## src/rtl/bus_cycle_ctrl.sv

```systemverilog
// Minimum-mode 8088 bus cycle sequencer: runs T1-T2-T3-(TW)-T4 for one-byte
// memory/IO transfers and hands the bus to an external master over HOLD/HLDA.
module bus_cycle_ctrl #(
  parameter int unsigned MAX_WAIT = 15,
  parameter int unsigned WAIT_W   = 4
) (
  input  logic        CLK,
  input  logic        RESET,
  input  logic        req_valid,
  output logic        req_ready,
  input  logic        req_write,
  input  logic        req_io,
  input  logic [19:0] req_addr,
  input  logic [7:0]  req_wdata,
  output logic        rsp_valid,
  output logic [7:0]  rsp_rdata,
  output logic        rsp_err,
  input  logic        READY,
  input  logic        HOLD,
  output logic        HLDA,
  output logic        ALE,
  output logic        IOM,
  output logic        RD,
  output logic        WR,
  output logic        DTR,
  output logic        DEN,
  output logic        SSO,
  output logic [7:0]  ad_out,
  output logic        ad_oe,
  input  logic [7:0]  ad_in,
  output logic [11:0] a_out,
  output logic        a_oe
);

  typedef enum logic [2:0] {
    S_IDLE, S_T1, S_T2, S_T3, S_TW, S_T4, S_HOLD
  } state_t;

  state_t            state_q, state_d;
  logic              wr_q, wr_d, io_q, io_d;
  logic [19:0]       addr_q, addr_d;
  logic [7:0]        wdata_q, wdata_d;
  logic [WAIT_W-1:0] wait_q, wait_d;
  logic [7:0]        rdata_q, rdata_d;
  logic              err_q, err_d;
  logic              ale_q, ale_d, rd_q, rd_d, wrs_q, wrs_d, den_q, den_d;
  logic              dtr_q, dtr_d, iom_q, iom_d, sso_q, sso_d, hlda_q, hlda_d;
  logic              adoe_q, adoe_d, aoe_q, aoe_d, rspv_q, rspv_d;
  logic [7:0]        adout_q, adout_d;
  logic [11:0]       aout_q, aout_d;

  assign req_ready = (state_q == S_IDLE) && !HOLD && !RESET;

  always_comb begin
    state_d = state_q;
    wr_d    = wr_q;
    io_d    = io_q;
    addr_d  = addr_q;
    wdata_d = wdata_q;
    wait_d  = wait_q;
    rdata_d = rdata_q;
    err_d   = err_q;
    unique case (state_q)
      S_IDLE: begin
        if (HOLD) begin
          state_d = S_HOLD;
        end else if (req_valid) begin
          wr_d    = req_write;
          io_d    = req_io;
          addr_d  = req_addr;
          wdata_d = req_wdata;
          rdata_d = '0;
          err_d   = 1'b0;
          state_d = S_T1;
        end
      end
      S_T1: begin
        wait_d  = '0;
        state_d = S_T2;
      end
      S_T2: state_d = S_T3;
      S_T3, S_TW: begin
        if (READY) begin
          state_d = S_T4;
          if (!wr_q) rdata_d = ad_in;
        end else if ((state_q == S_TW) && (wait_q >= WAIT_W'(MAX_WAIT))) begin
          state_d = S_T4;
          err_d   = 1'b1;
          rdata_d = '0;
        end else begin
          state_d = S_TW;
          wait_d  = wait_q + WAIT_W'(1);
        end
      end
      S_T4:    state_d = S_IDLE;
      S_HOLD:  if (!HOLD) state_d = S_IDLE;
      default: state_d = S_IDLE;
    endcase

    // Pin values are decoded from the upcoming state so every output is a flop.
    ale_d   = 1'b0;
    rd_d    = 1'b1;
    wrs_d   = 1'b1;
    den_d   = 1'b1;
    dtr_d   = 1'b1;
    iom_d   = 1'b0;
    sso_d   = 1'b0;
    hlda_d  = 1'b0;
    adoe_d  = 1'b0;
    aoe_d   = 1'b0;
    rspv_d  = 1'b0;
    adout_d = '0;
    aout_d  = '0;
    unique case (state_d)
      S_T1: begin
        ale_d   = 1'b1;
        aoe_d   = 1'b1;
        adoe_d  = 1'b1;
        aout_d  = addr_d[19:8];
        adout_d = addr_d[7:0];
        iom_d   = io_d;
        dtr_d   = wr_d;
        sso_d   = wr_d;
      end
      S_T2, S_T3, S_TW: begin
        aoe_d  = 1'b1;
        aout_d = addr_d[19:8];
        iom_d  = io_d;
        dtr_d  = wr_d;
        sso_d  = wr_d;
        den_d  = 1'b0;
        if (wr_d) begin
          adoe_d  = 1'b1;
          adout_d = wdata_d;
          wrs_d   = 1'b0;
        end else begin
          rd_d = 1'b0;
        end
      end
      S_T4: begin
        aout_d = addr_d[19:8];
        iom_d  = io_d;
        dtr_d  = wr_d;
        sso_d  = wr_d;
        rspv_d = 1'b1;
      end
      S_HOLD:  hlda_d = 1'b1;
      default: ;
    endcase
  end

  always_ff @(posedge CLK) begin
    if (RESET) begin
      state_q <= S_IDLE;
      wr_q    <= 1'b0;
      io_q    <= 1'b0;
      addr_q  <= '0;
      wdata_q <= '0;
      wait_q  <= '0;
      rdata_q <= '0;
      err_q   <= 1'b0;
      ale_q   <= 1'b0;
      rd_q    <= 1'b1;
      wrs_q   <= 1'b1;
      den_q   <= 1'b1;
      dtr_q   <= 1'b1;
      iom_q   <= 1'b0;
      sso_q   <= 1'b0;
      hlda_q  <= 1'b0;
      adoe_q  <= 1'b0;
      aoe_q   <= 1'b0;
      rspv_q  <= 1'b0;
      adout_q <= '0;
      aout_q  <= '0;
    end else begin
      state_q <= state_d;
      wr_q    <= wr_d;
      io_q    <= io_d;
      addr_q  <= addr_d;
      wdata_q <= wdata_d;
      wait_q  <= wait_d;
      rdata_q <= rdata_d;
      err_q   <= err_d;
      ale_q   <= ale_d;
      rd_q    <= rd_d;
      wrs_q   <= wrs_d;
      den_q   <= den_d;
      dtr_q   <= dtr_d;
      iom_q   <= iom_d;
      sso_q   <= sso_d;
      hlda_q  <= hlda_d;
      adoe_q  <= adoe_d;
      aoe_q   <= aoe_d;
      rspv_q  <= rspv_d;
      adout_q <= adout_d;
      aout_q  <= aout_d;
    end
  end

  assign rsp_valid = rspv_q;
  assign rsp_rdata = rdata_q;
  assign rsp_err   = err_q;
  assign HLDA      = hlda_q;
  assign ALE       = ale_q;
  assign IOM       = iom_q;
  assign RD        = rd_q;
  assign WR        = wrs_q;
  assign DTR       = dtr_q;
  assign DEN       = den_q;
  assign SSO       = sso_q;
  assign ad_out    = adout_q;
  assign ad_oe     = adoe_q;
  assign a_out     = aout_q;
  assign a_oe      = aoe_q;

endmodule

```

## config.mk

```make
export PLATFORM = sky130hd
export DESIGN_NAME = bus_cycle_ctrl
export DESIGN_NICKNAME = d
export VERILOG_FILES = /design/src/rtl/bus_cycle_ctrl.sv
export SDC_FILE = /design/constraint.sdc
export NUM_CORES = 1
export LEC_CHECK = 0
export ABC_CLOCK_PERIOD_IN_PS = 2100
export CAP_MARGIN = 20
export CORE_UTILIZATION = 41
export DETAILED_ROUTE_END_ITERATION = 8
export PLACE_DENSITY = 0.79
export SETUP_SLACK_MARGIN = 0.5
export SLEW_MARGIN = 25
export SYNTH_ARGS = -nofsm -noshare
export SYNTH_HDL_FRONTEND = slang
export SYNTH_SLANG_ARGS = --single-unit
```

## constraint.sdc

```tcl
create_clock -name CLK -period 2.1 [get_ports CLK]
set_clock_uncertainty 0.15 [all_clocks]
set_input_delay 0.42 -clock CLK [delete_from_list [all_inputs] [get_ports CLK]]
set_output_delay 0.42 -clock CLK [all_outputs]
set_load 0.05 [all_outputs]
```

==> reports/summary.md <==
In this run the standard cell core region covers 0.00603 sq mm. The via count of the first global-routing pass was 2562; the max capacitance violation total was 0. The clock root buffer is sky130_fd_sc_hd__clkbuf_8. Wire segments on met2 add up to 4520 microns in the final route. The count of buffer and inverter cells on the critical path came out at 1.

Leaving out fill and tap cells, the most frequent cell in the layout is sky130_fd_sc_hd__dfxtp_1. For the worst setup path, the data required time is 2.21 ns. Once detailed placement completed, the half-perimeter wirelength came to 4620 microns.

The cell family contributing the most delay on the critical path is compound AO/OA/AOI/OAI gates. Counting I/O delays and the setup requirement, the final critical path takes 2.06 ns. The headroom to the max-slew limit was 67.2%. The slowest stage of the critical path is the sky130_fd_sc_hd__or3b_1 cell. The flow ran to the end, and the final reports show no timing, DRC or antenna violations.

Die outline area: 0.00665 sq mm. The initial utilization of the core area, before any placement, comes to 43.0%. The pre-antenna-repair detailed-routing pass consisted of 4 iterations. At the pin with the least slew margin, the transition time is 0.490 ns. The maximum operating frequency was 485 MHz. The maximum fanout along the worst path works out to 15. TritonCTS built the clock tree. Routed via count divided by cell count: 5.23. The via count was 2547; the number of antenna violations at the first check in global routing was 0. The critical path launch point type is a register. The number of enable-type register cells in the synthesized netlist was 0.

Setup repair after global routing could not meet its margin everywhere. The worst-case IR drop observed on VDD is 0.619 mV. For this run, the slowest stage of the critical path takes 0.43 ns. The tools report the synthesized area as 0.00259 sq mm.

The power density over cell area is 863 mW/mm^2. The H-tree was split into 3 levels. The violation count after the first detailed-routing iteration is 154, and the post-synthesis xor/xnor area fraction is 1.01%.

The logs give 84 for the count of boundary I/O pins and 0 for the hold buffer count at CTS. Of all flip-flops after synthesis, the portion carrying an async set or reset was 0%. The horizontal die dimension was 81.5 microns; the vertical die dimension was 81.5 microns. The synthesized netlist devotes 23.0% of its cell area to simple gates. At the end of the flow, the number of nets in the layout was 451.

Of the total synthesized cell area, the portion taken by full adders, half adders and majority gates is 0.482%. Cells fill 71.7% of the core in the end. After clock tree synthesis, the clock-pin slew on the worst setup and hold paths is 0.08 ns. The clock net in this run drives a total of 69 sinks.

The area growth from synthesis to layout is 66.7%. The routed length on met1 was 3290 microns; the count of standard-cell rows was 28. In this run, synthesis produced a sequential element count of 69.

For the post-synth net total, the log shows 325. The number of cells traversed by the worst register-to-register path came out at 6. The worst setup path is of the reg2reg kind. The number of different library cells used by synthesis comes to 37.

Setup violations remaining at the end of the flow were counted as 0. For the worst setup path, the data arrival time is 2.17 ns. The signal on the critical path passes through or3b_1 -> a311o_1 -> a21o_1 -> a21boi_4 -> buf_12 -> nand2b_1. The average detailed-routed wire length per instance is 17.5 microns.

The design area is 0.00432 sq mm, and the number of max-slew violations in the final report is 0. Summed over all layers, the global routing overflow is 0. Counting the fill cells in the layout gives 426.

By area, the combinational part of the netlist is dominated by simple AND/OR/NAND/NOR gates. For the instance area after placement, the log shows 0.00368 sq mm. The share of cells above drive strength 1 was 37.6%; the fraction of the mapped netlist area in compound gates was 9.55%.

The logs give 9 for the number of buffers created by CTS and 8520 microns for the post-detailed-routing wire length. Summing internal, switching and leakage power gives 3.73 mW. For this design the static power due to leakage is 1.87 nW.

Summed over all nets, wire length on met3 after detailed routing comes to 468 microns. The post-route antenna net violation count was 0. Hold violation count in the final report: 0.

The top layer reached by signal wires is met4. The capturing element type of the critical path is a register. At the end of routability-driven placement, the weighted congestion stood at 0.823.

The buffer depth of the longest clock path is 2. The run gives 0 ns as the aggregate negative setup slack. The logs give 25.7% for the total routing resource utilization after global routing and 0 for the count of antenna diodes in the layout. In the synthesized netlist, the number of instances is 281. Entering global routing, the biggest net connects 26 pins. The number of warnings reported in the yosys synthesis log came out at 0. The top cell types in the final layout, fill and taps aside, are 66 x sky130_fd_sc_hd__dfxtp_1, 40 x sky130_fd_sc_hd__clkdlybuf4s50_1, 39 x sky130_fd_sc_hd__buf_2, 35 x sky130_fd_sc_hd__nor2_1, 32 x sky130_fd_sc_hd__nand2_1. The first-pass GRT wire length was 12400 microns; the share of the clock period used by the worst path after layout was 98.2%. A synthesized cell averages 9.23 sq um. Among all flip-flop cells after synthesis, the most frequent one is sky130_fd_sc_hd__dfxtp_1.

The sequential element share of the synthesized area came out at 53.3%. Worst-case register-to-register setup slack: 0.04 ns. The portion of synthesized area spent on multiplexers is 8.88%. At the later pin of the worst-skew pair, clock insertion delay measures 0.36 ns. The worst hold path passes through 2 cells. After detailed routing, the number of remaining DRC violations is 0. The critical path runs through a total of 6 cells. In this run the worst hold path is classified as reg2reg. The quantity of I/O buffers inserted on ports works out to 83.
[cells by family after synthesis]
logic type,count (synthesis)
flops,69
xor+xnor,3
fa+ha+maj,1
simple gates,125
compound gates,40
mux,23
buf+inv,20
[path summary, 6_finish.rpt]
| kind | from | to |
|---|---|---|
| setup / recovery | state_q[2] | DTR |
| hold / removal | wdata_q[5] | wdata_q[5] |
| setup reg to reg | state_q[2] | DTR |
| hold reg to reg | wdata_q[5] | wdata_q[5] |
[worst register-to-register path: stages, from the launching register on]
cell	delay [ns]
sky130_fd_sc_hd__dfxtp_4	0.38
sky130_fd_sc_hd__or3b_1	0.43
sky130_fd_sc_hd__a311o_1	0.33
sky130_fd_sc_hd__a21o_1	0.22
sky130_fd_sc_hd__a21boi_4	0.16
sky130_fd_sc_hd__buf_12	0.16
sky130_fd_sc_hd__nand2b_1	0.14
[through the flow]
step           setup slack [ns]  instances  hold slack (ns)
4_1_cts                   0.104        483            0.303
2_1_floorplan             0.304        281            0.282
6_report                 0.0384        487            0.315
5_1_grt                 0.00353        487            0.328
3_5_place_dp             -0.238        446            0.294
3_3_place_gp             -0.231        446            0.287
[registers in the layout (all words and copies together) (netlist names), 3 cells and up]
register   cells
a_out         12
addr_q        12
ad_out         8
rsp_rdata      8
wdata_q        8
wait_q         4
state_q        3
[metal layers]
layer,global-route usage [%],vias to the layer above
met3,5.67,21
met1,27.3,1225
met4,15.7,0
li1,-,1207
met5,0,-
met2,46.1,94
[synth_stat cells, types with 2 or more instances]
| cell type | count | area (sq um) |
|---|---|---|
| sky130_fd_sc_hd__and3_1 | 17 | 106 |
| sky130_fd_sc_hd__o21ai_0 | 10 | 50.1 |
| sky130_fd_sc_hd__xor2_1 | 3 | 26.3 |
| sky130_fd_sc_hd__mux2i_1 | 23 | 230 |
| sky130_fd_sc_hd__nor3_1 | 3 | 15.0 |
| sky130_fd_sc_hd__a21oi_1 | 19 | 95.1 |
| sky130_fd_sc_hd__inv_1 | 3 | 11.3 |
| sky130_fd_sc_hd__dfxtp_1 | 69 | 1380 |
| sky130_fd_sc_hd__nand4_1 | 3 | 18.8 |
| sky130_fd_sc_hd__buf_2 | 4 | 20.0 |
| sky130_fd_sc_hd__nor2b_1 | 2 | 12.5 |
| sky130_fd_sc_hd__nand2b_1 | 12 | 75.1 |
| sky130_fd_sc_hd__nor2_1 | 36 | 135 |
| sky130_fd_sc_hd__and2_1 | 4 | 25.0 |
| sky130_fd_sc_hd__nand3_1 | 3 | 15.0 |
| sky130_fd_sc_hd__clkbuf_1 | 9 | 33.8 |
| sky130_fd_sc_hd__buf_6 | 2 | 22.5 |
| sky130_fd_sc_hd__nand2_1 | 40 | 150 |
[final cells by class]
type,instances,area [sq um],area share [%]
clock buffers,10,138,3.18
clock inverters,6,92.6,2.14
inverters,3,11.3,0.260
multi-input cells,192,1420,32.9
flip-flops and latches,69,1390,32.2
well taps,75,93.8,2.17
repair buffers,132,1180,27.2
[where the power goes]
group          total, mW  switching [mW]  internal [mW]
logic               1.03           0.554          0.475
registers           1.44          0.0482           1.39
clock network       1.26           0.554          0.709
[repair_timing]
item / 4_1_cts / 5_1_grt
gates resized for setup: 236 / 35
pin swaps: 21 / 8
endpoints found under the setup margin: 104 / 76
setup buffers: 17 / 4
gates cloned: 4 / 0
Note: power is estimated with default switching activity, not from simulation.
